--- config.mk ---
export PLATFORM = sky130hd
export DESIGN_NAME = unidade_controle_exp3_flat
export DESIGN_NICKNAME = d
export VERILOG_FILES = /design/src/rtl/exp3_pkg.sv /design/src/rtl/unidade_controle_exp3_if.sv /design/src/rtl/unidade_controle_exp3_edge_detector.sv /design/src/rtl/unidade_controle_exp3.sv /design/src/flat_wrapper.sv
export SDC_FILE = /design/constraint.sdc
export NUM_CORES = 1
export LEC_CHECK = 0
export CORE_MARGIN = 2
export CORE_UTILIZATION = 30
export CTS_BUF_LIST = sky130_fd_sc_hd__clkbuf_8
export CTS_CLUSTER_SIZE = 16
export DETAILED_ROUTE_END_ITERATION = 10
export PLACE_DENSITY = 0.53
export SLEW_MARGIN = 20
export SYNTH_ARGS = -nofsm -noshare
export SYNTH_HDL_FRONTEND = slang
export SYNTH_SLANG_ARGS = --single-unit
--- constraint.sdc ---
create_clock -name clock -period 3.7 [get_ports clock]
set_input_delay 1.11 -clock clock [delete_from_list [all_inputs] [get_ports clock]]
set_output_delay 1.11 -clock clock [all_outputs]
set_load 0.1 [all_outputs]
--- src/rtl/exp3_pkg.sv ---
// Shared state encoding for the exp3 control unit, so the datapath top and
// any observer of db_estado decode the same codes.
package exp3_pkg;

  localparam int ESTADO_W = 4;

  localparam logic [ESTADO_W-1:0] INICIAL = 4'h0;
  localparam logic [ESTADO_W-1:0] PREPARA = 4'h1;
  localparam logic [ESTADO_W-1:0] ESPERA  = 4'h2;
  localparam logic [ESTADO_W-1:0] COMPARA = 4'h3;
  localparam logic [ESTADO_W-1:0] PROXIMO = 4'h4;
  localparam logic [ESTADO_W-1:0] ACERTOU = 4'hA;
  localparam logic [ESTADO_W-1:0] TIMEOUT = 4'hB;
  localparam logic [ESTADO_W-1:0] ERROU   = 4'hE;

endpackage

--- src/rtl/unidade_controle_exp3_if.sv ---
// Control/status bundle between the exp3 control FSM (master) and the
// counter/comparator datapath plus user inputs (slave).
interface unidade_controle_exp3_if;
  import exp3_pkg::*;

  logic                iniciar;
  logic                jogada;
  logic                igual;
  logic                fim;
  logic                zera;
  logic                carrega;
  logic                conta;
  logic                pronto;
  logic                acertou;
  logic                errou;
  logic                timeout;
  logic [ESTADO_W-1:0] db_estado;

  modport master (
    input  iniciar, jogada, igual, fim,
    output zera, carrega, conta, pronto, acertou, errou, timeout, db_estado
  );

  modport slave (
    output iniciar, jogada, igual, fim,
    input  zera, carrega, conta, pronto, acertou, errou, timeout, db_estado
  );

endinterface

--- src/rtl/unidade_controle_exp3_edge_detector.sv ---
// Single-flop rising-edge detector: pulso is high for one cycle when sinal
// goes 0->1 between consecutive samples; a held level yields one pulse.
module edge_detector (
  input  logic clock,
  input  logic reset_n,
  input  logic sinal,
  output logic pulso
);

  logic hist_q;

  always_ff @(posedge clock or negedge reset_n) begin
    if (!reset_n) hist_q <= 1'b0;
    else          hist_q <= sinal;
  end

  assign pulso = sinal & ~hist_q;

endmodule

--- src/rtl/unidade_controle_exp3.sv ---
// Moore control FSM for the exp3 guessing round: drives zera/conta on the
// counter datapath and reports win, mismatch or inactivity timeout.
module unidade_controle_exp3
  import exp3_pkg::*;
#(
  parameter int TIMEOUT_CICLOS = 5000
) (
  input  logic                    clock,
  input  logic                    reset_n,
  unidade_controle_exp3_if.master bus
);

  localparam int TIMER_W = (TIMEOUT_CICLOS > 1) ? $clog2(TIMEOUT_CICLOS) : 1;
  localparam logic [TIMER_W-1:0] LIMITE = TIMER_W'(TIMEOUT_CICLOS - 1);

  logic [ESTADO_W-1:0] estado_q, estado_d;
  logic [TIMER_W-1:0]  timer_q, timer_d;
  logic                jogada_p;

  edge_detector u_edge (
    .clock   (clock),
    .reset_n (reset_n),
    .sinal   (bus.jogada),
    .pulso   (jogada_p)
  );

  always_comb begin
    estado_d = estado_q;
    case (estado_q)
      INICIAL: if (bus.iniciar) estado_d = PREPARA;
      PREPARA: estado_d = ESPERA;
      // A jogada arriving on the very cycle the timer expires still counts.
      ESPERA: begin
        if (jogada_p)               estado_d = COMPARA;
        else if (timer_q == LIMITE) estado_d = TIMEOUT;
      end
      COMPARA: begin
        if (!bus.igual)   estado_d = ERROU;
        else if (bus.fim) estado_d = ACERTOU;
        else              estado_d = PROXIMO;
      end
      PROXIMO: estado_d = ESPERA;
      ACERTOU, ERROU, TIMEOUT: if (bus.iniciar) estado_d = PREPARA;
      default: estado_d = INICIAL;
    endcase
  end

  // Timer rests at zero outside ESPERA, so every entry starts from 0.
  always_comb begin
    timer_d = '0;
    if (estado_q == ESPERA) begin
      timer_d = (timer_q == LIMITE) ? timer_q : timer_q + 1'b1;
    end
  end

  always_ff @(posedge clock or negedge reset_n) begin
    if (!reset_n) begin
      estado_q <= INICIAL;
      timer_q  <= '0;
    end else begin
      estado_q <= estado_d;
      timer_q  <= timer_d;
    end
  end

  // Output decode from the state register only; unknown codes decode to all-zero.
  logic                zera_o, conta_o, pronto_o, acertou_o, errou_o, timeout_o;
  logic [ESTADO_W-1:0] db_estado_o;

  always_comb begin
    zera_o      = 1'b0;
    conta_o     = 1'b0;
    pronto_o    = 1'b0;
    acertou_o   = 1'b0;
    errou_o     = 1'b0;
    timeout_o   = 1'b0;
    db_estado_o = estado_q;
    case (estado_q)
      INICIAL, ESPERA, COMPARA: ;
      PREPARA: zera_o = 1'b1;
      PROXIMO: conta_o = 1'b1;
      ACERTOU: begin pronto_o = 1'b1; acertou_o = 1'b1; end
      ERROU:   begin pronto_o = 1'b1; errou_o   = 1'b1; end
      TIMEOUT: begin pronto_o = 1'b1; timeout_o = 1'b1; end
      default: db_estado_o = INICIAL;
    endcase
  end

  assign bus.zera      = zera_o;
  assign bus.carrega   = 1'b0;
  assign bus.conta     = conta_o;
  assign bus.pronto    = pronto_o;
  assign bus.acertou   = acertou_o;
  assign bus.errou     = errou_o;
  assign bus.timeout   = timeout_o;
  assign bus.db_estado = db_estado_o;

endmodule
--- src/flat_wrapper.sv ---
// flat-port wrapper written by rule: the top's interface ports become plain ports
module unidade_controle_exp3_flat import exp3_pkg::*;
#(
  parameter int TIMEOUT_CICLOS = 5000
)
  (clock, reset_n, bus_iniciar, bus_jogada, bus_igual, bus_fim, bus_zera, bus_carrega, bus_conta, bus_pronto, bus_acertou, bus_errou, bus_timeout, bus_db_estado);
  unidade_controle_exp3_if bus_i ();
  input  logic clock;
  input  logic reset_n;
  input wire logic [$bits(bus_i.iniciar)-1:0] bus_iniciar;
  input wire logic [$bits(bus_i.jogada)-1:0] bus_jogada;
  input wire logic [$bits(bus_i.igual)-1:0] bus_igual;
  input wire logic [$bits(bus_i.fim)-1:0] bus_fim;
  output wire logic [$bits(bus_i.zera)-1:0] bus_zera;
  output wire logic [$bits(bus_i.carrega)-1:0] bus_carrega;
  output wire logic [$bits(bus_i.conta)-1:0] bus_conta;
  output wire logic [$bits(bus_i.pronto)-1:0] bus_pronto;
  output wire logic [$bits(bus_i.acertou)-1:0] bus_acertou;
  output wire logic [$bits(bus_i.errou)-1:0] bus_errou;
  output wire logic [$bits(bus_i.timeout)-1:0] bus_timeout;
  output wire logic [$bits(bus_i.db_estado)-1:0] bus_db_estado;
  assign bus_i.iniciar = bus_iniciar;
  assign bus_i.jogada = bus_jogada;
  assign bus_i.igual = bus_igual;
  assign bus_i.fim = bus_fim;
  assign bus_zera = bus_i.zera;
  assign bus_carrega = bus_i.carrega;
  assign bus_conta = bus_i.conta;
  assign bus_pronto = bus_i.pronto;
  assign bus_acertou = bus_i.acertou;
  assign bus_errou = bus_i.errou;
  assign bus_timeout = bus_i.timeout;
  assign bus_db_estado = bus_i.db_estado;
  unidade_controle_exp3 #(.TIMEOUT_CICLOS(TIMEOUT_CICLOS)) u_core (.clock(clock), .reset_n(reset_n), .bus(bus_i));
endmodule
==> results.yml, run 1 <==
run_status:
  status: "finished clean"
synth:
  synth.net_count: 125
  synth_compound_area_frac: 0.126
  yosysTopAreaCellShare: 0.426
  synth_top_cell_by_area: "dfrtp_1"
  synthesis.area_mm2: 0.00106
  synth-seq-area-share: 0.426
  ys_warn_count: 0
  synth_adder_area_share: 0.0118
  yosys.area_share.xor_xnor: 0.0745
  synth_area_per_cell_um2: 8.97
  postSynthCellCount: 118
  synth_enable_flop_cells: 0
  synthArstFlopShare: 1.00
  synth-simple-area-share: 0.268
  ys_types: 39
  ys.flop_type: "dfrtp_1"
  ys_ff_latch: 18
  synth_top_family_by_area: "simple AND/OR/NAND/NOR gates"
  synth_mux_area_frac: 0.0331
  synthTopCellsByArea: "dfrtp_1, xnor2_1, a21oi_1, nor2_1, nand2_1"
worst_setup_path:
  reg2reg_slack_ns: 1.40
  crit_path_cell_trace: "inv_1 > nor4_2 > buf_4"
  cp_num_buf_inv: 2
  cp_data_arrival_time_ns: 1.64
  worstSetupStartpointType: "flop"
  critPathLaunch: "u_core.estado_q[0]"
  crit_type: "flop to output port"
  r2r-end: "u_core.estado_q[3]"
  end_kind: "output port"
  required_ns: 2.59
  r2r-start: "u_core.estado_q[3]"
  slowest_delay_ns: 0.61
  crit_fanout: 13
  cp_slowest_cell: "dfrtp_1"
  crit_family: "flip-flops"
  reg2regPathDepth: 4
place:
  dp_hpwl_mm: 1.50
  place.gp.congestion: 0.783
  dpl_cell_area_mm2: 0.00123
  placedCellCount: 172
  io_buffer_count: 15
route:
  dr.pass1.iters: 4
  wire_per_inst_um: 11.9
  ant_nets: 0
  drc_errors: 0
  via_count: 834
  drt_iter0_markers: 31
  avgViaCountPerCell: 4.77
  wl_mm: 2.09
sta:
  min_period_ns: 2.75
  max_freq_mhz: 363
  finalSetupTns_ns: 0
  setup_viol: 0
  finalHoldViolCount: 0
  timing.final.crit_share: 0.744
  finalClockSkew_ns: 0.00230
  worst_pin_slew_ns: 0.808
  rsz0062_at_grt: "false"
  relSlewSlack: 0.460
  slew_violations: 0
finish:
  area_delta_synth_final_pct: 20.4
  layout.cells.most_common_list: "dfrtp_1, nor2_1, buf_4, nand2_1, a21oi_1"
  nets: 138
  fillCellCount: 371
  final_common_cell: "dfrtp_1"
  num_antenna_cells: 0
  stdcell_area_mm2: 0.00127
  fin_cells: 175
  drive_gt1_frac: 0.186
die:
  num_rows: 21
  die-area_mm2: 0.00402
  die_width_um: 63.4
  initial_core_util: 0.315
  ios: 17
  fp.dieH_um: 63.4
  core-area_mm2: 0.00336
flow_run:
  drv_cap: 0
power_and_ir_drop:
  combPwrFrac: 0.551
  power.internal_mw: 0.442
  p_leak_nw: 0.502
  sw_frac_of_total: 0.546
  seq_power_share: 0.314
  p_clk_frac: 0.135
  p_sw_mw: 0.531
  ir_worst_vdd_mv: 0.339
  p_per_area_mw_per_mm2: 764
global_routing:
  grt_pass1_vias: 809
  grt_start_max_net_pins: 19
  overflow: 0
  grt_use_total: 0.109
  grt_pass1_wl_mm: 3.58
  antenna_found_initial: 0
min_path:
  hold_end: "u_core.timer_q[12]"
  hp-start: "u_core.timer_q[12]"
  hold_depth: 2
  hold_path_class: "flop to flop"
clock_network:
  htreeDepth: 1
  cts_post_setup_buffers_inserted: 0
  cts_tree: "done"
  postCtsHoldBufs: 0
  cts.path.max_buffers: 2
  cts.sinks: 18
  cts.clk_slew.worst_paths_ns: 0.06
  cts-root-buf: "clkbuf_8"
  cts_made_buffers: 3
  clk_latency_ns: 0.25
  cts_resized: 0
-- through the flow --
stage	hold WS, ns	setup slack (ns)	power [mW]	util
global placement	0.527	1.27	0.844	0.367
finish	0.541	0.948	0.974	0.379
floorplan	0.502	0.0314	0.750	-
global route	0.583	0.860	1.03	0.379
CTS	0.543	0.971	0.982	0.379
detailed placement	0.524	1.24	0.848	0.367
-- cells in the mapped netlist, types with 3 or more instances --
cell type	instances
nor2_1	12
a21oi_1	9
nor4_1	3
dfrtp_1	18
clkbuf_1	5
nand2_1	9
nand3_1	5
inv_1	8
xnor2_1	7
nor3_1	6
-- power by group through the flow --
stage,Combinational [mW],Sequential [mW],Clock [mW]
3_3_place_gp,0.539,0.306,0
2_1_floorplan,0.500,0.250,0
5_1_grt,0.570,0.313,0.145
3_5_place_dp,0.540,0.308,0
6_report,0.537,0.305,0.132
4_1_cts,0.541,0.303,0.138
-- layer usage --
layer	vias to the layer above	global-route usage	wire [µm]
met5	-	0	0
met4	0	0.0326	5
met3	2	0.0161	21
met2	2	0.186	1040
met1	396	0.144	1030
li1	434	-	-
-- flip-flops by register name, indices dropped and copies added, names as in the netlist --
name	cells
u_core.estado_q	4
u_core.u_edge.hist_q	1
u_core.timer_q	13
-- worst max-delay path by stage --
stage | endpoint | slack, ns | cells past startpoint
detailed placement | bus_zera | 1.24 | 3
CTS | bus_zera | 0.97 | 3
floorplan | bus_acertou | 0.03 | 3
global route | bus_acertou | 0.86 | 3
finish | bus_zera | 0.95 | 3
global placement | bus_zera | 1.27 | 3
-- cells by family after synthesis --
| group | Yosys count |
|---|---|
| AND/OR/NAND/NOR | 51 |
| flip-flops | 18 |
| multiplexers | 3 |
| adder cells (fa/ha/maj) | 1 |
| AO/OA/AOI/OAI | 20 |
| buffers and inverters | 15 |
| other | 1 |
| XOR/XNOR | 9 |
-- cell type report --
cell class	instances	area, µm²	share of cell area
multi-input combinational	85	571	0.447
sequential	18	450	0.353
inverter	8	30.0	0.0236
timing repair buffer	15	125	0.0981
clock buffer	3	41.3	0.0324
tap	46	57.6	0.0451
-- tightest hold or removal path, delay by kind of cell, from the launching register on --
family | cells | cell delay (ns)
XOR/XNOR | 1 | 0.08
flip-flops | 1 | 0.36
AND/OR/NAND/NOR | 1 | 0.07
(Power assumes the default switching activity.)
==> run 2, diff against run 1 <==
- PLACE_DENSITY: 0.53 -> 0.55
- clock period: 3.7 -> 2.3 ns (I/O delays scaled with it)
==> run 2 against run 1 <==
Clock power rose by 89%. Highest routed layer unchanged. Non-clock buffer count increased by 6. Flip-flop and latch count did not move.
==> results.yml, run 2 (same netlist as run 1, synthesis figures left out) <==
clock_network:
  cts_tree: "done"
  cts_post_setup_buffers_inserted: 0
  cts.path.max_buffers: 2
  cts-root-buf: "clkbuf_8"
  cts.clk_slew.worst_paths_ns: 0.06
  clk_latency_ns: 0.25
  htreeDepth: 1
  cts_made_buffers: 3
  cts_resized: 0
  postCtsHoldBufs: 0
  cts.sinks: 18
power_and_ir_drop:
  seq_power_share: 0.240
  sw_frac_of_total: 0.501
  p_leak_nw: 0.574
  combPwrFrac: 0.631
  power.total_mw: 1.94
  ir_worst_vdd_mv: 0.492
  p_per_area_mw_per_mm2: 1270
  p_clk_frac: 0.129
  power.internal_mw: 0.967
  p_sw_mw: 0.970
place:
  io_buffer_count: 15
  place.gp.congestion: 0.739
  dp_hpwl_mm: 1.66
finish:
  largestRegisters: "u_core.timer_q (13), u_core.estado_q (4), u_core.u_edge.hist_q (1)"
  top_register: "u_core.timer_q"
  fillCellCount: 346
  num_antenna_cells: 0
  drive_gt1_frac: 0.287
  final_common_cell: "dfrtp_1"
  area_delta_synth_final_pct: 43.7
  nets: 144
  largest_reg_flops: 13
  layout.cells.most_common_list: "dfrtp_1, nor2_1, buf_12, nand2_1"
global_routing:
  grt_pass1_wl_mm: 3.63
  grt_pass1_vias: 828
  grt_use_total: 0.110
  overflow: 0
  grt_start_max_net_pins: 19
  antenna_found_initial: 0
route:
  avgViaCountPerCell: 4.84
  wl_met1_um: 946
  dr_wl_met2_mm: 1.10
  routed.top_layer: "met4"
  wl_mm: 2.11
  wl_met3_um: 54
  ant_nets: 0
  dr.pass1.iters: 4
  wire_per_inst_um: 11.6
  drc_errors: 0
  via_count: 881
  drt_iter0_markers: 30
worst_setup_path:
  cp_data_arrival_time_ns: 1.48
  slowest_delay_ns: 0.48
  cp_slowest_cell: "dfrtp_1"
  crit_type: "flop to output port"
  crit_path_cell_trace: "inv_1 > nor4b_4 > buf_12"
  cp_num_buf_inv: 2
  end_kind: "output port"
  worstSetupStartpointType: "flop"
  crit_family: "flip-flops"
  crit_fanout: 7
  required_ns: 1.61
die:
  num_rows: 21
  initial_core_util: 0.315
  core-area_mm2: 0.00336
  die-area_mm2: 0.00402
  die_width_um: 63.4
  ios: 17
  fp.dieH_um: 63.4
sta:
  rsz0062_at_grt: "false"
  setup_viol: 0
  timing.final.crit_share: 0.944
  finalClockSkew_ns: 0.00218
  finalHoldViolCount: 0
  max_freq_mhz: 461
  min_period_ns: 2.17
  slew_violations: 0
  finalSetupTns_ns: 0
  hold_slack_ns: 0.549
min_path:
  hold_path_class: "flop to flop"
flow_run:
  drv_cap: 0
run_status:
  status: "finished clean"
[run 2: cell count changes in the layout (fill, tap and decap cells not counted), sizes merged]
cell / before / now
buf: 10 / 16
clkbuf: 3 / 4
[run 2: cell type report]
class                           instances  area (µm²)  share of cell area
Timing Repair Buffer                   21         295               0.194
Clock buffer                            4        55.1              0.0362
Sequential cell                        18         452               0.297
Inverter                                8        32.5              0.0214
Tap cell                               46        57.6              0.0378
Multi-Input combinational cell         85         629               0.414
[run 2: worst paths after layout]
check	start	endpoint	slack, ns	depth (start not counted)
max	u_core.estado_q[1]	bus_acertou	0.13	3
min	u_core.timer_q[12]	u_core.timer_q[12]	0.55	2
max reg2reg	u_core.timer_q[10]	u_core.estado_q[3]	0.36	4
min reg2reg	u_core.timer_q[12]	u_core.timer_q[12]	0.55	2
max in group asynchronous	reset_n	u_core.estado_q[2]	1.32	2
min in group asynchronous	reset_n	u_core.timer_q[9]	0.77	2
[run 2: power groups by stage]
stage | registers, mW | clock network (mW) | logic, mW
floorplan | 0.404 | 0 | 0.928
global placement | 0.466 | 0 | 1.23
detailed placement | 0.469 | 0 | 1.24
CTS | 0.462 | 0.262 | 1.24
global route | 0.479 | 0.276 | 1.28
finish | 0.464 | 0.250 | 1.22
[run 2: worst register-to-register path: cells and delay by family (launching register included)]
family          cells  cell delay [ns]
mux                 1             0.32
flops               1             0.41
compound gates      1             0.16
simple gates        2             0.94
[run 2: stage by stage]
step	instances	setup slack (ns)	util	area, µm²
final	182	0.129	0.452	1520
after detailed placement	178	0.343	0.436	1470
after global routing	182	0.0208	0.452	1520
after global placement	178	0.372	0.436	1470
after floorplan	118	-0.166	-	1160
after CTS	182	0.0654	0.452	1520
[run 2: per-layer routing]
| metal | vias to the layer above | GRT usage |
|---|---|---|
| met5 | - | 0 |
| met2 | 10 | 0.203 |
| met1 | 422 | 0.131 |
| met4 | 0 | 0.0326 |
| met3 | 2 | 0.0179 |
| li1 | 447 | - |
==> run 3, diff against run 2 <==
- REMOVE_ABC_BUFFERS: default -> 1
==> run 3 against run 2 <==
Sequential share of layout area increased by 1.4 points. Core utilization decreased by 1.9 points. Power decreased by 4.1%. Flip-flop and latch count unchanged. Global-route usage increased by 2.5 points. Clock power increased by 6%. Combinational power decreased by 7%. Largest power group unchanged. Die area unchanged. Non-clock buffer count unchanged. Sequential power increased by 0.9%. Setup slack got worse by 0.084 ns.
==> results.yml, run 3 (same netlist as run 1, synthesis figures left out) <==
worst_setup_path:
  critPathLaunch: "u_core.estado_q[3]"
  r2r-start: "u_core.estado_q[1]"
  crit_fanout: 16
  crit_end: "bus_db_estado[2]"
  crit_type: "flop to output port"
  required_ns: 1.61
  reg2regPathDepth: 5
  end_kind: "output port"
  worstSetupStartpointType: "flop"
  r2r-end: "u_core.estado_q[3]"
  reg2reg_slack_ns: 0.34
  cp_data_arrival_time_ns: 1.56
route:
  drc_errors: 0
  dr.pass1.iters: 4
  avgViaCountPerCell: 5.07
  via_count: 923
  wire_per_inst_um: 13.6
  drt_iter0_markers: 33
  wl_mm: 2.47
  ant_nets: 0
sta:
  slew_violations: 0
  max_freq_mhz: 444
  timing.final.crit_share: 0.980
  setup_viol: 0
  finalSetupTns_ns: 0
  fin_ws_ns: 0.0458
  finalHoldViolCount: 0
  min_period_ns: 2.25
  finalClockSkew_ns: 0.00361
global_routing:
  grt_start_max_net_pins: 19
  antenna_found_initial: 0
  grt_pass1_vias: 925
  grt_pass1_wl_mm: 4.36
  grt_use_total: 0.135
  overflow: 0
min_path:
  hold_path_class: "flop to flop"
finish:
  finish.utilization: 0.433
  num_antenna_cells: 0
  largestRegisters: "u_core.timer_q (13), u_core.estado_q (4), u_core.u_edge.hist_q (1)"
  drive_gt1_frac: 0.235
  layout.cells.most_common_list: "dfrtp_1, nor2_1, buf_12, nand2_1, a21oi_1"
  top_register: "u_core.timer_q"
  nets: 144
  final_common_cell: "dfrtp_1"
  stdcell_area_mm2: 0.00146
  area_delta_synth_final_pct: 37.6
  largest_reg_flops: 13
  fillCellCount: 363
clock_network:
  cts-root-buf: "clkbuf_8"
  cts_made_buffers: 3
  clk_latency_ns: 0.26
  cts.path.max_buffers: 2
  cts_post_setup_buffers_inserted: 0
  cts.sinks: 18
  htreeDepth: 1
  cts.clk_slew.worst_paths_ns: 0.07
  cts_tree: "done"
place:
  dp_hpwl_mm: 1.84
  io_buffer_count: 15
  dpl_cell_area_mm2: 0.00138
  dp_slack_ns: 0.261
  place.gp.congestion: 0.810
die:
  core-area_mm2: 0.00336
  die_width_um: 63.4
  fp.dieH_um: 63.4
  die-area_mm2: 0.00402
  ios: 17
  num_rows: 21
  initial_core_util: 0.315
run_status:
  status: "finished clean"
power_and_ir_drop:
  power.total_mw: 1.86
  ir_worst_vdd_mv: 0.803
  p_per_area_mw_per_mm2: 1280
  p_leak_nw: 0.566
flow_run:
  drv_cap: 0
==> run 3: cell counts in the layout (fill, tap and decap cells not counted) <==
Identical to the previous run, type by type.
==> run 3: cell type report <==
cell class	instances	area [µm²]	share of cell area
inverter	8	30.0	0.0206
multi-input combinational	85	566	0.388
sequential	18	453	0.311
timing repair buffer	21	295	0.203
clock buffer	4	55.1	0.0378
tap	46	57.6	0.0395
==> run 3: per-layer routing <==
| layer | GRT usage | share of wire | vias up |
|---|---|---|---|
| li1 | - | - | 442 |
| met1 | 0.155 | 0.42 | 454 |
| met2 | 0.243 | 0.51 | 24 |
| met3 | 0.0518 | 0.062 | 3 |
| met4 | 0.0163 | 0.0041 | 0 |
| met5 | 0 | 0 | - |
==> run 3: what timing repair did <==
| item | CTS | global route |
|---|---|---|
| gates resized for setup | 2 | 3 |
| hold buffers | 0 | 0 |
| endpoints found under the setup margin | 2 | 5 |
==> run 3: where the power goes <==
| part | switching [mW] | internal, mW | total (mW) |
|---|---|---|---|
| clock | 0.113 | 0.152 | 0.265 |
| sequential | 0.104 | 0.364 | 0.468 |
| combinational | 0.708 | 0.417 | 1.13 |
==> run 3: how the worst min path moves through the flow <==
| stage | from | to | slack, ns | depth (start not counted) |
|---|---|---|---|---|
| after floorplan | reset_n | u_core.estado_q[0] | 0.39 | 0 |
| after detailed placement | u_core.timer_q[12] | u_core.timer_q[12] | 0.54 | 2 |
| after CTS | u_core.timer_q[12] | u_core.timer_q[12] | 0.56 | 2 |
| final | u_core.timer_q[6] | u_core.timer_q[6] | 0.57 | 2 |
| after global routing | u_core.timer_q[12] | u_core.timer_q[12] | 0.59 | 2 |
| after global placement | u_core.timer_q[12] | u_core.timer_q[12] | 0.53 | 2 |
==> run 3: critical path: stages, from the launching register on <==
cell     delay, ns
dfrtp_2       0.51
or2_2         0.31
a21oi_1       0.27
buf_12        0.22
==> run 3: through the flow <==
stage               instances  hold slack, ns
floorplan                 111           0.394
global placement          178           0.525
detailed placement        178           0.542
CTS                       182           0.562
global route              182           0.593
finish                    182           0.566
